## config.mk

```make
export PLATFORM = sky130hd
export DESIGN_NAME = i2c_bus_monitor
export DESIGN_NICKNAME = d
export VERILOG_FILES = /design/src/rtl/i2c_mon_pkg.sv /design/src/rtl/i2c_cond_det.sv /design/src/rtl/i2c_bus_monitor.sv
export SDC_FILE = /design/constraint.sdc
export NUM_CORES = 1
export LEC_CHECK = 0
export CAP_MARGIN = 20
export CORE_MARGIN = 3
export CORE_UTILIZATION = 37
export CTS_CLUSTER_DIAMETER = 60
export DETAILED_ROUTE_END_ITERATION = 6
export GPL_TIMING_DRIVEN = 0
export HOLD_SLACK_MARGIN = 0.12
export PLACE_DENSITY = 0.67
export SLEW_MARGIN = 5
export SYNTH_ARGS = -nofsm -noshare
export SYNTH_HDL_FRONTEND = slang
export SYNTH_HIERARCHICAL = 1
export SYNTH_SLANG_ARGS = --single-unit
```

## constraint.sdc

```tcl
create_clock -name clk -period 2.05 [get_ports clk]
set_clock_uncertainty 0.05 [all_clocks]
set_input_delay 0.41 -clock clk [delete_from_list [all_inputs] [get_ports clk]]
set_output_delay 0.41 -clock clk [all_outputs]
set_load 0.005 [all_outputs]
```

## src/rtl/i2c_mon_pkg.sv

```systemverilog
// Shared types and widths for the passive I2C bus monitor.
package i2c_mon_pkg;

   localparam int I2C_BYTE_W = 8;
   localparam int BIT_CNT_W  = 4;

   typedef enum logic [1:0] {
      IDLE  = 2'd0,
      SHIFT = 2'd1,
      ACK   = 2'd2
   } mon_state_t;

endpackage

```

## src/rtl/i2c_cond_det.sv

```systemverilog
// Previous-sample registers for filtered SCL/SDA and START/STOP/SCL-rise decode.
// Shared with the bus-driver block, so it carries no monitor-specific state.
module i2c_cond_det (
   input  logic clk,
   input  logic rst,
   input  logic scl_in,
   input  logic sda_in,
   output logic scl_rise,
   output logic start,
   output logic stop,
   output logic bus_change
);

   logic scl_q;
   logic sda_q;

   // Lines idle high, so reset to 1 to avoid a false edge after reset.
   always_ff @(posedge clk) begin
      if (rst) begin
         scl_q <= 1'b1;
         sda_q <= 1'b1;
      end else begin
         scl_q <= scl_in;
         sda_q <= sda_in;
      end
   end

   assign scl_rise   = ~scl_q & scl_in;
   assign start      = scl_q & scl_in & sda_q & ~sda_in;
   assign stop       = scl_q & scl_in & ~sda_q & sda_in;
   assign bus_change = (scl_q ^ scl_in) | (sda_q ^ sda_in);

endmodule

```

## src/rtl/i2c_bus_monitor.sv

```systemverilog
// Passive I2C decoder: reports START/rSTART/STOP and each byte plus ACK as strobes.
// Optional bus-stall timeout is built when I2C_MON_TIMEOUT_EN is defined.
module i2c_bus_monitor
   import i2c_mon_pkg::*;
#(
   parameter int TIMEOUT_WIDTH = 20
) (
   input  logic                  clk,
   input  logic                  rst,
   input  logic                  scl_in,
   input  logic                  sda_in,
   output logic                  busy,
   output logic                  start_p,
   output logic                  rstart_p,
   output logic                  stop_p,
   output logic                  byte_valid,
   output logic [I2C_BYTE_W-1:0] byte_data,
   output logic                  byte_ack,
   output logic                  byte_is_addr,
   output logic                  frame_err,
   output logic                  timeout_p
);

   logic scl_rise;
   logic start;
   logic stop;
   logic bus_change;
   logic tmo_hit;

   mon_state_t            state, state_d;
   logic [BIT_CNT_W-1:0]  bit_cnt, bit_cnt_d;
   logic [I2C_BYTE_W-1:0] shift_q, shift_d;
   logic                  first_flag, first_d;
   logic                  busy_d, start_d, rstart_d, stop_d, valid_d, ferr_d;
   logic [I2C_BYTE_W-1:0] data_d;
   logic                  ack_d, addr_d;

   i2c_cond_det u_cond_det (
      .clk        (clk),
      .rst        (rst),
      .scl_in     (scl_in),
      .sda_in     (sda_in),
      .scl_rise   (scl_rise),
      .start      (start),
      .stop       (stop),
      .bus_change (bus_change)
   );

`ifdef I2C_MON_TIMEOUT_EN
   logic [TIMEOUT_WIDTH-1:0] tmo_cnt;

   assign tmo_hit = (state != IDLE) && !bus_change && (tmo_cnt == {TIMEOUT_WIDTH{1'b1}});

   // Any line activity or an idle bus restarts the stall count.
   always_ff @(posedge clk) begin
      if (rst || state == IDLE || bus_change || tmo_hit) begin
         tmo_cnt <= '0;
      end else if (busy) begin
         tmo_cnt <= tmo_cnt + 1'b1;
      end
   end
`else
   assign tmo_hit = 1'b0 & bus_change & (TIMEOUT_WIDTH > 0);
`endif

   // Next-state and next-output decode; outputs are registered below.
   always_comb begin
      state_d  = state;
      bit_cnt_d = bit_cnt;
      shift_d  = shift_q;
      first_d  = first_flag;
      busy_d   = busy;
      start_d  = 1'b0;
      rstart_d = 1'b0;
      stop_d   = 1'b0;
      valid_d  = 1'b0;
      ferr_d   = 1'b0;
      data_d   = byte_data;
      ack_d    = byte_ack;
      addr_d   = byte_is_addr;

      case (state)
         IDLE: begin
            if (start) begin
               start_d   = 1'b1;
               busy_d    = 1'b1;
               bit_cnt_d = '0;
               first_d   = 1'b1;
               state_d   = SHIFT;
            end
         end
         default: begin
            if (tmo_hit) begin
               busy_d    = 1'b0;
               bit_cnt_d = '0;
               state_d   = IDLE;
            end else if (start) begin
               rstart_d  = 1'b1;
               ferr_d    = (bit_cnt != '0) || (state == ACK);
               bit_cnt_d = '0;
               first_d   = 1'b1;
               state_d   = SHIFT;
            end else if (stop) begin
               stop_d    = 1'b1;
               ferr_d    = (bit_cnt != '0) || (state == ACK);
               busy_d    = 1'b0;
               bit_cnt_d = '0;
               state_d   = IDLE;
            end else if (scl_rise) begin
               if (state == SHIFT) begin
                  shift_d   = {shift_q[I2C_BYTE_W-2:0], sda_in};
                  bit_cnt_d = bit_cnt + 1'b1;
                  if (bit_cnt == BIT_CNT_W'(I2C_BYTE_W - 1)) begin
                     state_d = ACK;
                  end
               end else begin
                  valid_d   = 1'b1;
                  data_d    = shift_q;
                  ack_d     = ~sda_in;
                  addr_d    = first_flag;
                  first_d   = 1'b0;
                  bit_cnt_d = '0;
                  state_d   = SHIFT;
               end
            end
         end
      endcase
   end

   always_ff @(posedge clk) begin
      if (rst) begin
         state        <= IDLE;
         bit_cnt      <= '0;
         shift_q      <= '0;
         first_flag   <= 1'b0;
         busy         <= 1'b0;
         start_p      <= 1'b0;
         rstart_p     <= 1'b0;
         stop_p       <= 1'b0;
         byte_valid   <= 1'b0;
         frame_err    <= 1'b0;
         timeout_p    <= 1'b0;
         byte_data    <= '0;
         byte_ack     <= 1'b0;
         byte_is_addr <= 1'b0;
      end else begin
         state        <= state_d;
         bit_cnt      <= bit_cnt_d;
         shift_q      <= shift_d;
         first_flag   <= first_d;
         busy         <= busy_d;
         start_p      <= start_d;
         rstart_p     <= rstart_d;
         stop_p       <= stop_d;
         byte_valid   <= valid_d;
         frame_err    <= ferr_d;
         timeout_p    <= tmo_hit;
         byte_data    <= data_d;
         byte_ack     <= ack_d;
         byte_is_addr <= addr_d;
      end
   end

endmodule
```

==> results.json, run 1 <==
{
  "layout_common_cells": "33 x dfxtp_1, 17 x clkdlybuf4s50_1, 16 x nor2_1, 14 x nand2_1, 14 x a21oi_1",
  "reg2reg_depth": 8,
  "p_clk_share_pct": 49.7,
  "drcViolationCount": 0,
  "ant_nets": 0,
  "fillers": 317,
  "fin_util_pct": 52.20,
  "grt_pass1_wl_mm": 4.581,
  "endpoint_kind": "flop",
  "netlist_area_um2": 1394,
  "final_net_count": 190,
  "vdd_drop_max_mv": 0.3257,
  "gr-total-overflow": 0,
  "die_w_um": 67.38,
  "maxCapViolations": 0,
  "cts_tree": "yes",
  "max_freq_mhz": 518.8,
  "routed_wl_mm": 2.703,
  "cts_made_buffers": 5,
  "p_switching_mw": 0.2857,
  "layout_min_cycle_time_ns": 1.928,
  "antenna_found_initial": 0,
  "clock-sinks": 33,
  "io_pins": 21,
  "yosysWarnings": 6,
  "final.period_utilization_pct": 94.03,
  "r2r_slack_ns": 0.22,
  "worst_pin_slew_ns": 0.5024,
  "core_um2": 3468,
  "reg2reg_to": "bit_cnt[1]",
  "relSlewSlack_pct": 66.51,
  "drtPass1Iterations": 4,
  "hp-class": "reg -> reg",
  "swShare_pct": 19.75,
  "clk_latency_ns": 0.28,
  "wl_per_cell_um": 11.91,
  "seqPwrFrac_pct": 44.9,
  "via_count": 1116,
  "placement.cell_area_um2": 1642,
  "cts_hold_buf": 0,
  "finalInstanceArea_um2": 1810,
  "htreeDepth": 2,
  "drv_slew": 0,
  "final_common_cell": "dfxtp_1",
  "drive_above_1_share_pct": 14.92,
  "fp-row-count": 21,
  "area_growth_pct": 29.89,
  "cp-startpoint": "scl_in",
  "syn_nets": 162,
  "dp.cells": 217,
  "p_per_area_nw_per_um2": 799.0,
  "initial_core_util_pct": 40.19,
  "worstPathMaxFanout": 7,
  "via_per_inst": 4.916,
  "detailedPlacementHpwl_mm": 1.909,
  "cts_root_buf": "clkbuf_8",
  "numPortBuffers": 19,
  "setup_viol": 0,
  "path_class": "in -> reg",
  "place_congestion": 0.8452,
  "syn_inst": 152,
  "rsz0062_at_grt": "false",
  "cts_buffer_depth": 2,
  "drt_iter0_drc": 44,
  "hold_viol": 0,
  "total_power_mw": 1.447,
  "cp-start-kind": "input port",
  "setup_tns_ns": 0,
  "antennaDiodeCount": 0,
  "comb_power_share_pct": 5.4,
  "critPathRequiredTime_ns": 2.22,
  "postSynthAreaPerCell_um2": 9.170,
  "clk_pin_slew_ns": 0.07,
  "grt_start_max_net_pins": 12,
  "power.leakage_nw": 0.7507,
  "cp.arrival_ns": 2.10,
  "crit-reg2reg-launch": "u_cond_det/scl_q",
  "status": "finished clean",
  "grt_pass1_vias": 1052,
  "cp-endpoint": "bit_cnt[1]",
  "fin_cells": 227,
  "die_y_um": 67.38,
  "p_int_mw": 1.161,
  "grtUsageTotal_pct": 13.67,
  "die_area_um2": 4539
}
flip-flops by register name (all words and copies together) (netlist names):
register and cells:
frame_err 1, u_cond_det/scl_q 1, byte_data 8, first_flag 1
shift_q 8, busy 1, u_cond_det/sda_q 1, start_p 1
byte_ack 1, byte_is_addr 1, byte_valid 1, rstart_p 1
state 2, stop_p 1, bit_cnt 4
worst max-delay path, cell delays in order:
cell and delay [ns]:
dlygate4sd2_1 0.26, ha_1 0.20, and3b_2 0.22, buf_6 0.14
nor4b_4 0.31, buf_4 0.18, nand2_1 0.05, mux2_2 0.25
nor2_1 0.08
worst min-delay path by stage:
stage                       to  slack (ns)  depth (start not counted)       start
detailed placement  shift_q[7]        0.41                          2  shift_q[7]
finish              shift_q[7]        0.41                          2  shift_q[7]
global route        shift_q[7]        0.43                          2  shift_q[7]
floorplan           shift_q[7]        0.39                          2  shift_q[7]
CTS                 shift_q[7]        0.42                          2  shift_q[7]
global placement    shift_q[7]        0.40                          2  shift_q[7]
through the flow:
step,setup slack (ns),hold WS [ns]
after floorplan,0.04786,0.3857
after global placement,-0.6547,0.3951
after detailed placement,-0.6440,0.4057
after CTS,0.08643,0.4166
after global routing,0.009228,0.4346
final,0.1223,0.4119
final cells by class:
type / count / area, um2 / area share, %
multi-input combinational: 104 / 675.6 / 37.32
sequential: 33 / 660.6 / 36.49
timing repair buffer: 22 / 214.0 / 11.82
clock buffer: 5 / 68.82 / 3.801
clock inverter: 3 / 65.06 / 3.594
tap: 46 / 57.56 / 3.179
buffer: 7 / 42.54 / 2.350
inverter: 7 / 26.28 / 1.451
power by group through the flow:
stage               combinational (mW)  sequential (mW)  clock (mW)
floorplan                       0.0477            0.664           0
global placement                0.0704            0.664           0
detailed placement              0.0714            0.664           0
CTS                             0.0763            0.650       0.732
global route                    0.0887            0.650       0.752
finish                          0.0780            0.650       0.719
what timing repair did:
action / CTS / global route
pin swaps: 2 / 1
endpoints found under the setup margin: 26 / 11
gates resized for setup: 5 / 2
setup buffers: 3 / 0
per-layer routing:
layer | part of all wire [%] | vias up | wire length (um) | GRT usage, %
met3 | 4.1 | 6 | 112 | 4.992
met1 | 47 | 516 | 1272 | 16.80
li1 | - | 569 | - | -
met5 | 0 | - | 0 | 0
met2 | 46 | 25 | 1254 | 20.61
met4 | 2.3 | 0 | 63 | 7.595
No activity file was read; power rests on OpenSTA's default activity.
==> inputs of run 2 (changes only) <==
--- a/config.mk
+++ b/config.mk
@@ -5,6 +5,7 @@
 export SDC_FILE = /design/constraint.sdc
 export NUM_CORES = 1
 export LEC_CHECK = 0
+export ABC_AREA = 0
 export CAP_MARGIN = 20
 export CORE_MARGIN = 3
 export CORE_UTILIZATION = 37
==> results of run 2 <==
No change in the layout: final DEF, timing and power equal those of run 1.
